===== config.mk =====
export PLATFORM = sky130hd
export DESIGN_NAME = instr_fetch
export DESIGN_NICKNAME = d
export VERILOG_FILES = /design/src/rtl/fetch_pkg.sv /design/src/rtl/if_id_slot.sv /design/src/rtl/instr_fetch.sv
export SDC_FILE = /design/constraint.sdc
export NUM_CORES = 1
export LEC_CHECK = 0
export ABC_AREA = 0
export CAP_MARGIN = 20
export CORE_MARGIN = 2
export CORE_UTILIZATION = 45
export CTS_CLUSTER_SIZE = 8
export DETAILED_ROUTE_END_ITERATION = 10
export PLACE_DENSITY = 0.77
export SYNTH_ARGS = -nofsm -noshare
export SYNTH_HDL_FRONTEND = slang
export SYNTH_SLANG_ARGS = --single-unit

===== constraint.sdc =====
create_clock -name clk -period 2.35 [get_ports clk]
set_clock_uncertainty 0.1 [all_clocks]
set_input_delay 0.47 -clock clk [delete_from_list [all_inputs] [get_ports clk]]
set_output_delay 0.47 -clock clk [all_outputs]
set_load 0.005 [all_outputs]

===== src/rtl/fetch_pkg.sv =====
// Shared types and constants for the instruction fetch stage.
package fetch_pkg;

  localparam int unsigned INSTR_W = 32;
  localparam int unsigned ADDR_W  = 32;
  localparam logic [ADDR_W-1:0] PC_STEP = 32'd4;

  typedef enum logic [1:0] {
    IDLE  = 2'd0,
    FETCH = 2'd1,
    WAIT  = 2'd2,
    DRAIN = 2'd3
  } fetch_state_t;

endpackage


===== src/rtl/if_id_slot.sv =====
// Single-entry valid/ready register between fetch and decode.
module if_id_slot
  import fetch_pkg::*;
(
  input  logic               clk,
  input  logic               rstn,
  input  logic               i_capture,
  input  logic [INSTR_W-1:0] i_instr,
  input  logic [ADDR_W-1:0]  i_pc,
  input  logic               i_consume,
  input  logic               i_flush,
  output logic               o_valid,
  output logic [INSTR_W-1:0] o_instr,
  output logic [ADDR_W-1:0]  o_pc,
  output logic [ADDR_W-1:0]  o_pc_plus4
);

  logic               r_valid;
  logic [INSTR_W-1:0] r_instr;
  logic [ADDR_W-1:0]  r_pc;
  logic [ADDR_W-1:0]  r_pc_plus4;

  // Flush wins over capture; a consume in the flush cycle is still a valid handoff.
  always_ff @(posedge clk or negedge rstn) begin
    if (!rstn) begin
      r_valid    <= 1'b0;
      r_instr    <= '0;
      r_pc       <= '0;
      r_pc_plus4 <= '0;
    end else if (i_flush) begin
      r_valid <= 1'b0;
    end else if (i_capture) begin
      r_valid    <= 1'b1;
      r_instr    <= i_instr;
      r_pc       <= i_pc;
      r_pc_plus4 <= i_pc + PC_STEP;
    end else if (i_consume) begin
      r_valid <= 1'b0;
    end
  end

  assign o_valid    = r_valid;
  assign o_instr    = r_instr;
  assign o_pc       = r_pc;
  assign o_pc_plus4 = r_pc_plus4;

endmodule


===== src/rtl/instr_fetch.sv =====
// MIPS fetch stage: PC, imem request FSM, redirect handling, IF/ID slot.
module instr_fetch
  import fetch_pkg::*;
#(
  parameter logic [ADDR_W-1:0] RESET_PC = 32'h0000_0000
) (
  input  logic               clk,
  input  logic               rstn,
  output logic               imem_req,
  output logic [ADDR_W-1:0]  imem_addr,
  input  logic               imem_ack,
  input  logic [INSTR_W-1:0] imem_rdata,
  input  logic               redirect,
  input  logic [ADDR_W-1:0]  redirect_pc,
  output logic               if_valid,
  input  logic               if_ready,
  output logic [INSTR_W-1:0] if_instr,
  output logic [5:0]         if_opcode,
  output logic [ADDR_W-1:0]  if_pc,
  output logic [ADDR_W-1:0]  if_pc_plus4
);

  fetch_state_t      r_state;
  logic [ADDR_W-1:0] r_pc;
  logic [ADDR_W-1:0] r_redir_pc;

  logic              w_req;
  logic              w_ack;
  logic              w_capture;
  logic              w_consume;
  logic [ADDR_W-1:0] w_target;
  logic [ADDR_W-1:0] w_pc_inc;

  always_comb begin
    w_req = 1'b0;
    unique case (r_state)
      IDLE:        w_req = 1'b0;
      FETCH:       w_req = !if_valid | if_ready;
      WAIT, DRAIN: w_req = 1'b1;
      default:     w_req = 1'b0;
    endcase
  end

  assign w_ack     = w_req & imem_ack;
  assign w_capture = w_ack & ((r_state == FETCH) | (r_state == WAIT)) & !redirect;
  assign w_consume = if_valid & if_ready;
  assign w_target  = redirect_pc & ~32'd3;
  assign w_pc_inc  = r_pc + PC_STEP;

  assign imem_req  = w_req;
  assign imem_addr = r_pc;

  // An un-acked request pins imem_addr, so a redirect must wait in DRAIN.
  always_ff @(posedge clk or negedge rstn) begin
    if (!rstn) begin
      r_state    <= IDLE;
      r_pc       <= RESET_PC;
      r_redir_pc <= '0;
    end else begin
      unique case (r_state)
        IDLE: begin
          r_state <= FETCH;
          if (redirect) r_pc <= w_target;
        end
        FETCH: begin
          if (w_req && !imem_ack) begin
            r_state <= redirect ? DRAIN : WAIT;
            if (redirect) r_redir_pc <= w_target;
          end else begin
            r_state <= FETCH;
            if (redirect)   r_pc <= w_target;
            else if (w_ack) r_pc <= w_pc_inc;
          end
        end
        WAIT: begin
          if (imem_ack) begin
            r_state <= FETCH;
            r_pc    <= redirect ? w_target : w_pc_inc;
          end else if (redirect) begin
            r_state    <= DRAIN;
            r_redir_pc <= w_target;
          end
        end
        DRAIN: begin
          if (imem_ack) begin
            r_state <= FETCH;
            r_pc    <= redirect ? w_target : r_redir_pc;
          end else if (redirect) begin
            r_redir_pc <= w_target;
          end
        end
        default: r_state <= IDLE;
      endcase
    end
  end

  if_id_slot u_slot (
    .clk        (clk),
    .rstn       (rstn),
    .i_capture  (w_capture),
    .i_instr    (imem_rdata),
    .i_pc       (r_pc),
    .i_consume  (w_consume),
    .i_flush    (redirect),
    .o_valid    (if_valid),
    .o_instr    (if_instr),
    .o_pc       (if_pc),
    .o_pc_plus4 (if_pc_plus4)
  );

  assign if_opcode = if_instr[31:26];

endmodule


==> impl_metrics.xml <==
<?xml version="1.0" encoding="UTF-8"?>
<metrics>
  <group name="synth">
    <metric name="yosysWarnings" unit="">0</metric>
    <metric name="synth.net_count" unit="">928</metric>
    <metric name="synth_ff_type" unit="">sky130_fd_sc_hd__dfrtp_1</metric>
    <metric name="synth.avg_cell_area" unit="um2">9.37</metric>
    <metric name="synth.distinct_cells" unit="">55</metric>
    <metric name="cell_count_after_synthesis" unit="">853</metric>
    <metric name="async_flop_share" unit="">1.00</metric>
    <metric name="number_of_synthesized_flops_with_an_enable_pin" unit="">0</metric>
    <metric name="synthesis.area" unit="um2">8000</metric>
    <metric name="synth-seq-cells" unit="">161</metric>
    <metric name="yosysSeqAreaShare" unit="">0.504</metric>
  </group>
  <group name="timing">
    <metric name="grt_setup_unrepaired" unit="">true</metric>
    <metric name="slew-limit-headroom" unit="">0.608</metric>
    <metric name="finalCriticalPeriod" unit="ns">2.36</metric>
    <metric name="timing.hold.ws" unit="ns">0.374</metric>
    <metric name="final-setup-viol-count" unit="">1</metric>
    <metric name="tightest_slew" unit="ns">0.588</metric>
    <metric name="setup_total_negative_slack" unit="ns">-0.00695</metric>
    <metric name="max_freq" unit="MHz">424</metric>
    <metric name="final.setup.worst_slack" unit="ns">-0.00695</metric>
    <metric name="finalCritPeriodShare" unit="">1.00</metric>
    <metric name="timing.final.hold_violations" unit="">0</metric>
    <metric name="drv_slew" unit="">0</metric>
  </group>
  <group name="min_path">
    <metric name="min_delay_path_depth" unit="">2</metric>
    <metric name="min_path_type" unit="">reg2reg</metric>
    <metric name="min_to" unit="">u_slot.o_pc[18]</metric>
    <metric name="hold_sp" unit="">u_slot.o_pc[18]</metric>
  </group>
  <group name="global_route">
    <metric name="number_of_antenna_violations_at_the_first_check_in_global_routing" unit="">0</metric>
    <metric name="via_count_of_the_first_global_routing_pass" unit="">7116</metric>
    <metric name="grt_max_degree" unit="">61</metric>
    <metric name="grt.overflow.total" unit="">0</metric>
    <metric name="grt_first_pass_wirelength" unit="um">36700</metric>
    <metric name="groute.usage.overall" unit="">0.252</metric>
  </group>
  <group name="clocking">
    <metric name="num_cts_buffers" unit="">17</metric>
    <metric name="cts_num_sinks" unit="">161</metric>
    <metric name="cts.root.buffer_cell" unit="">sky130_fd_sc_hd__clkbuf_16</metric>
    <metric name="clock_latency" unit="ns">0.43</metric>
    <metric name="tritoncts" unit="">built</metric>
    <metric name="worst_setup_hold_path_clk_slew" unit="ns">0.06</metric>
    <metric name="h_tree_lvls" unit="">4</metric>
    <metric name="clock_tree.buffer_depth" unit="">2</metric>
  </group>
  <group name="critical_path">
    <metric name="critical_path.endpoint_type" unit="">output pin</metric>
    <metric name="timing.critical_path.required" unit="ns">1.78</metric>
    <metric name="critPathKind" unit="">reg2out</metric>
    <metric name="timing.reg2reg.worst_path_depth" unit="">9</metric>
    <metric name="worstSetupStartpointType" unit="">flip-flop</metric>
    <metric name="critPathSlowestCell" unit="">sky130_fd_sc_hd__dfrtp_1</metric>
    <metric name="rr_endpoint" unit="">r_redir_pc[28]</metric>
    <metric name="timing.critical_path.fanout_max" unit="">4</metric>
    <metric name="crit_arrival" unit="ns">1.79</metric>
    <metric name="crit_path_max_incr_delay" unit="ns">0.40</metric>
    <metric name="reg2reg_setup_slack" unit="ns">0.02</metric>
    <metric name="r2r_start" unit="">r_state[0]</metric>
    <metric name="timing.critical_path.cells" unit="">inv_1 &gt; ha_1 &gt; a21oi_4 &gt; nor2_2 &gt; clkdlybuf4s15_2</metric>
  </group>
  <group name="drt">
    <metric name="dr.pass1.iters" unit="">6</metric>
    <metric name="remaining_drc_errors" unit="">0</metric>
    <metric name="antenna_left" unit="">0</metric>
    <metric name="routed_wire_length_per_instance" unit="um">17.8</metric>
    <metric name="mean_number_of_vias_per_cell" unit="">5.58</metric>
    <metric name="vias" unit="">7329</metric>
    <metric name="initialDrtViolationCount" unit="">622</metric>
    <metric name="routed_wl" unit="um">23400</metric>
  </group>
  <group name="floorplanning">
    <metric name="die_area" unit="um2">18800</metric>
    <metric name="core.rowCount" unit="">48</metric>
    <metric name="core_area" unit="um2">17400</metric>
    <metric name="die_width" unit="um">137</metric>
    <metric name="start_util" unit="">0.461</metric>
    <metric name="dieHeight" unit="um">137</metric>
    <metric name="ios" unit="">205</metric>
  </group>
  <group name="outcome">
    <metric name="failing_checks" unit="">negative setup slack</metric>
    <metric name="outcome" unit="">finished, violations left</metric>
  </group>
  <group name="run">
    <metric name="cap_violations" unit="">0</metric>
  </group>
  <group name="power">
    <metric name="worst_ir_drop_vdd" unit="mV">0.611</metric>
    <metric name="leakage_dissipation" unit="nW">4.94</metric>
    <metric name="fin_total_pwr" unit="W">0.0161</metric>
    <metric name="p_per_area" unit="nW/um2">1420</metric>
  </group>
  <group name="placed_design">
    <metric name="dp_worst_setup_slack" unit="ns">-0.234</metric>
    <metric name="placedInstanceArea" unit="um2">10700</metric>
    <metric name="post_detailed_placement_half_perimeter_wirelength" unit="um">16600</metric>
    <metric name="final_weighted_congestion_of_routability_driven_global_placement" unit="">0.891</metric>
    <metric name="port_buffers" unit="">202</metric>
  </group>
  <group name="finish">
    <metric name="post-route-cell-area" unit="um2">11400</metric>
    <metric name="areaGrowthSynthToFinish" unit="%">42.7</metric>
    <metric name="layout_cells_sized_above_1" unit="">0.170</metric>
    <metric name="final_nets" unit="">1150</metric>
    <metric name="insertedDiodeCount" unit="">0</metric>
  </group>
</metrics>
[cell families (layout without fill, tap and decap cells)]
group,count (synthesis),in the layout,synth area share
multiplexers,43,43,0.0606
adder cells (fa/ha/maj),6,6,0.00939
buffers and inverters,85,320,0.0471
AND/OR/NAND/NOR,346,346,0.189
flip-flops,161,161,0.504
AO/OA/AOI/OAI,184,184,0.159
XOR/XNOR,28,28,0.0307
[per-layer routing]
layer  routed length, um  global-route usage  vias to the layer above
met4                 546              0.0974                        0
met2               11200               0.421                      330
met3                1730              0.0552                       47
li1                    -                   -                     3398
met5                   0                   0                        -
met1                9900               0.320                     3554
[cells in the mapped netlist (4+ instances only)]
library cell | n | area share
sky130_fd_sc_hd__or2_2 | 4 | 0.0031
sky130_fd_sc_hd__nand2b_1 | 11 | 0.0086
sky130_fd_sc_hd__buf_4 | 11 | 0.010
sky130_fd_sc_hd__a22o_1 | 26 | 0.028
sky130_fd_sc_hd__o21ai_0 | 74 | 0.046
sky130_fd_sc_hd__o31ai_1 | 10 | 0.0094
sky130_fd_sc_hd__nand3_1 | 11 | 0.0069
sky130_fd_sc_hd__a221oi_1 | 10 | 0.011
sky130_fd_sc_hd__ha_1 | 6 | 0.0094
sky130_fd_sc_hd__nand4_1 | 10 | 0.0078
sky130_fd_sc_hd__xnor2_1 | 21 | 0.023
sky130_fd_sc_hd__nor4_1 | 6 | 0.0047
sky130_fd_sc_hd__a21oi_1 | 9 | 0.0056
sky130_fd_sc_hd__o2bb2ai_1 | 7 | 0.0077
sky130_fd_sc_hd__buf_2 | 12 | 0.0075
sky130_fd_sc_hd__mux2_2 | 43 | 0.061
sky130_fd_sc_hd__xor2_1 | 7 | 0.0077
sky130_fd_sc_hd__nor3_1 | 9 | 0.0056
sky130_fd_sc_hd__a32o_1 | 5 | 0.0063
sky130_fd_sc_hd__inv_1 | 11 | 0.0052
sky130_fd_sc_hd__nand2_1 | 248 | 0.12
sky130_fd_sc_hd__clkbuf_1 | 47 | 0.022
sky130_fd_sc_hd__a31oi_1 | 5 | 0.0039
sky130_fd_sc_hd__a22oi_1 | 9 | 0.0085
sky130_fd_sc_hd__and2_1 | 4 | 0.0031
sky130_fd_sc_hd__nor4_2 | 5 | 0.0078
sky130_fd_sc_hd__o21a_1 | 6 | 0.0056
sky130_fd_sc_hd__dfrtp_1 | 161 | 0.50
sky130_fd_sc_hd__nor2_1 | 25 | 0.012
[state kept, by name (all words and copies together) (netlist names)]
signal             flops
r_redir_pc            32
u_slot.o_pc           32
r_state                2
u_slot.o_pc_plus4     30
u_slot.o_instr        32
u_slot.o_valid         1
imem_addr             32
[where the power goes]
group	internal, W	switching [W]	leakage [nW]	total, W
clock	0.00188	0.00113	0.318	0.00302
sequential	0.00402	0.000795	2.02	0.00481
combinational	0.00437	0.00394	2.60	0.00832
[cell usage in the layout (no fill, tap or decap), types with 3 or more instances in the layout]
| master | instances |
|---|---|
| sky130_fd_sc_hd__nand2_1 | 248 |
| sky130_fd_sc_hd__clkdlybuf4s50_1 | 199 |
| sky130_fd_sc_hd__dfrtp_1 | 161 |
| sky130_fd_sc_hd__o21ai_0 | 74 |
| sky130_fd_sc_hd__buf_4 | 64 |
| sky130_fd_sc_hd__mux2_2 | 43 |
| sky130_fd_sc_hd__a22o_1 | 26 |
| sky130_fd_sc_hd__nor2_1 | 24 |
| sky130_fd_sc_hd__xnor2_1 | 21 |
| sky130_fd_sc_hd__clkbuf_16 | 17 |
| sky130_fd_sc_hd__nand2b_1 | 11 |
| sky130_fd_sc_hd__nand3_1 | 11 |
| sky130_fd_sc_hd__inv_1 | 10 |
| sky130_fd_sc_hd__nand4_1 | 10 |
| sky130_fd_sc_hd__a221oi_1 | 10 |
| sky130_fd_sc_hd__o31ai_1 | 10 |
| sky130_fd_sc_hd__buf_12 | 10 |
| sky130_fd_sc_hd__a21oi_1 | 9 |
| sky130_fd_sc_hd__a22oi_1 | 9 |
| sky130_fd_sc_hd__nor3_1 | 7 |
| sky130_fd_sc_hd__xor2_1 | 7 |
| sky130_fd_sc_hd__o2bb2ai_1 | 7 |
| sky130_fd_sc_hd__nor4_2 | 6 |
| sky130_fd_sc_hd__o21a_1 | 6 |
| sky130_fd_sc_hd__nor4_1 | 5 |
| sky130_fd_sc_hd__a32o_1 | 5 |
| sky130_fd_sc_hd__bufinv_16 | 5 |
| sky130_fd_sc_hd__clkinv_4 | 5 |
| sky130_fd_sc_hd__or3_4 | 4 |
| sky130_fd_sc_hd__and2_1 | 4 |
| sky130_fd_sc_hd__a31oi_1 | 4 |
| sky130_fd_sc_hd__clkinv_2 | 4 |
| sky130_fd_sc_hd__nor3_2 | 3 |
| sky130_fd_sc_hd__o41ai_1 | 3 |
| sky130_fd_sc_hd__a31o_2 | 3 |
| sky130_fd_sc_hd__a222oi_1 | 3 |
[cell type report]
cell class                      instances  area, um2
Sequential cell                       161       4030
Fill cell                            1391       5950
Tap cell                              225        282
Timing Repair Buffer                  277       2710
Clock inverter                         14        214
Inverter                               11       41.3
Multi-Input combinational cell        607       3700
Clock buffer                           18        429
[metrics by stage]
| stage | utilization | instances |
|---|---|---|
| floorplan | - | 853 |
| global placement | 0.614 | 1278 |
| detailed placement | 0.614 | 1278 |
| CTS | 0.653 | 1311 |
| global route | 0.657 | 1313 |
| finish | 0.657 | 1313 |
[repair_timing]
| item | in CTS | in global routing |
|---|---|---|
| hold endpoints to repair | 54 | 0 |
| gates resized for setup | 6 | 11 |
| pin swaps | 0 | 1 |
| setup endpoints to repair | 25 | 61 |
| buffers inserted | 0 | 2 |
| hold buffers | 1 | 0 |
[worst max-delay path: cells and delay by family (launching register included)]
| family | cells | cell delay (ns) |
|---|---|---|
| AND/OR/NAND/NOR | 1 | 0.15 |
| AO/OA/AOI/OAI | 1 | 0.09 |
| adder cells (fa/ha/maj) | 1 | 0.29 |
| flip-flops | 1 | 0.40 |
| buffers and inverters | 2 | 0.42 |
[how the worst max path moves through the flow]
| stage | startpoint | endpoint | slack (ns) | depth (start not counted) |
|---|---|---|---|---|
| finish | r_state[1] | imem_req | -0.007 | 5 |
| global route | r_state[0] | r_redir_pc[23] | -0.06 | 9 |
| global placement | if_ready | imem_req | -0.21 | 5 |
| CTS | r_state[0] | imem_req | 0.01 | 5 |
| detailed placement | if_ready | imem_addr[19] | -0.23 | 8 |
| floorplan | r_state[0] | r_redir_pc[10] | -0.03 | 8 |
Power figures use the tool's default switching activity.
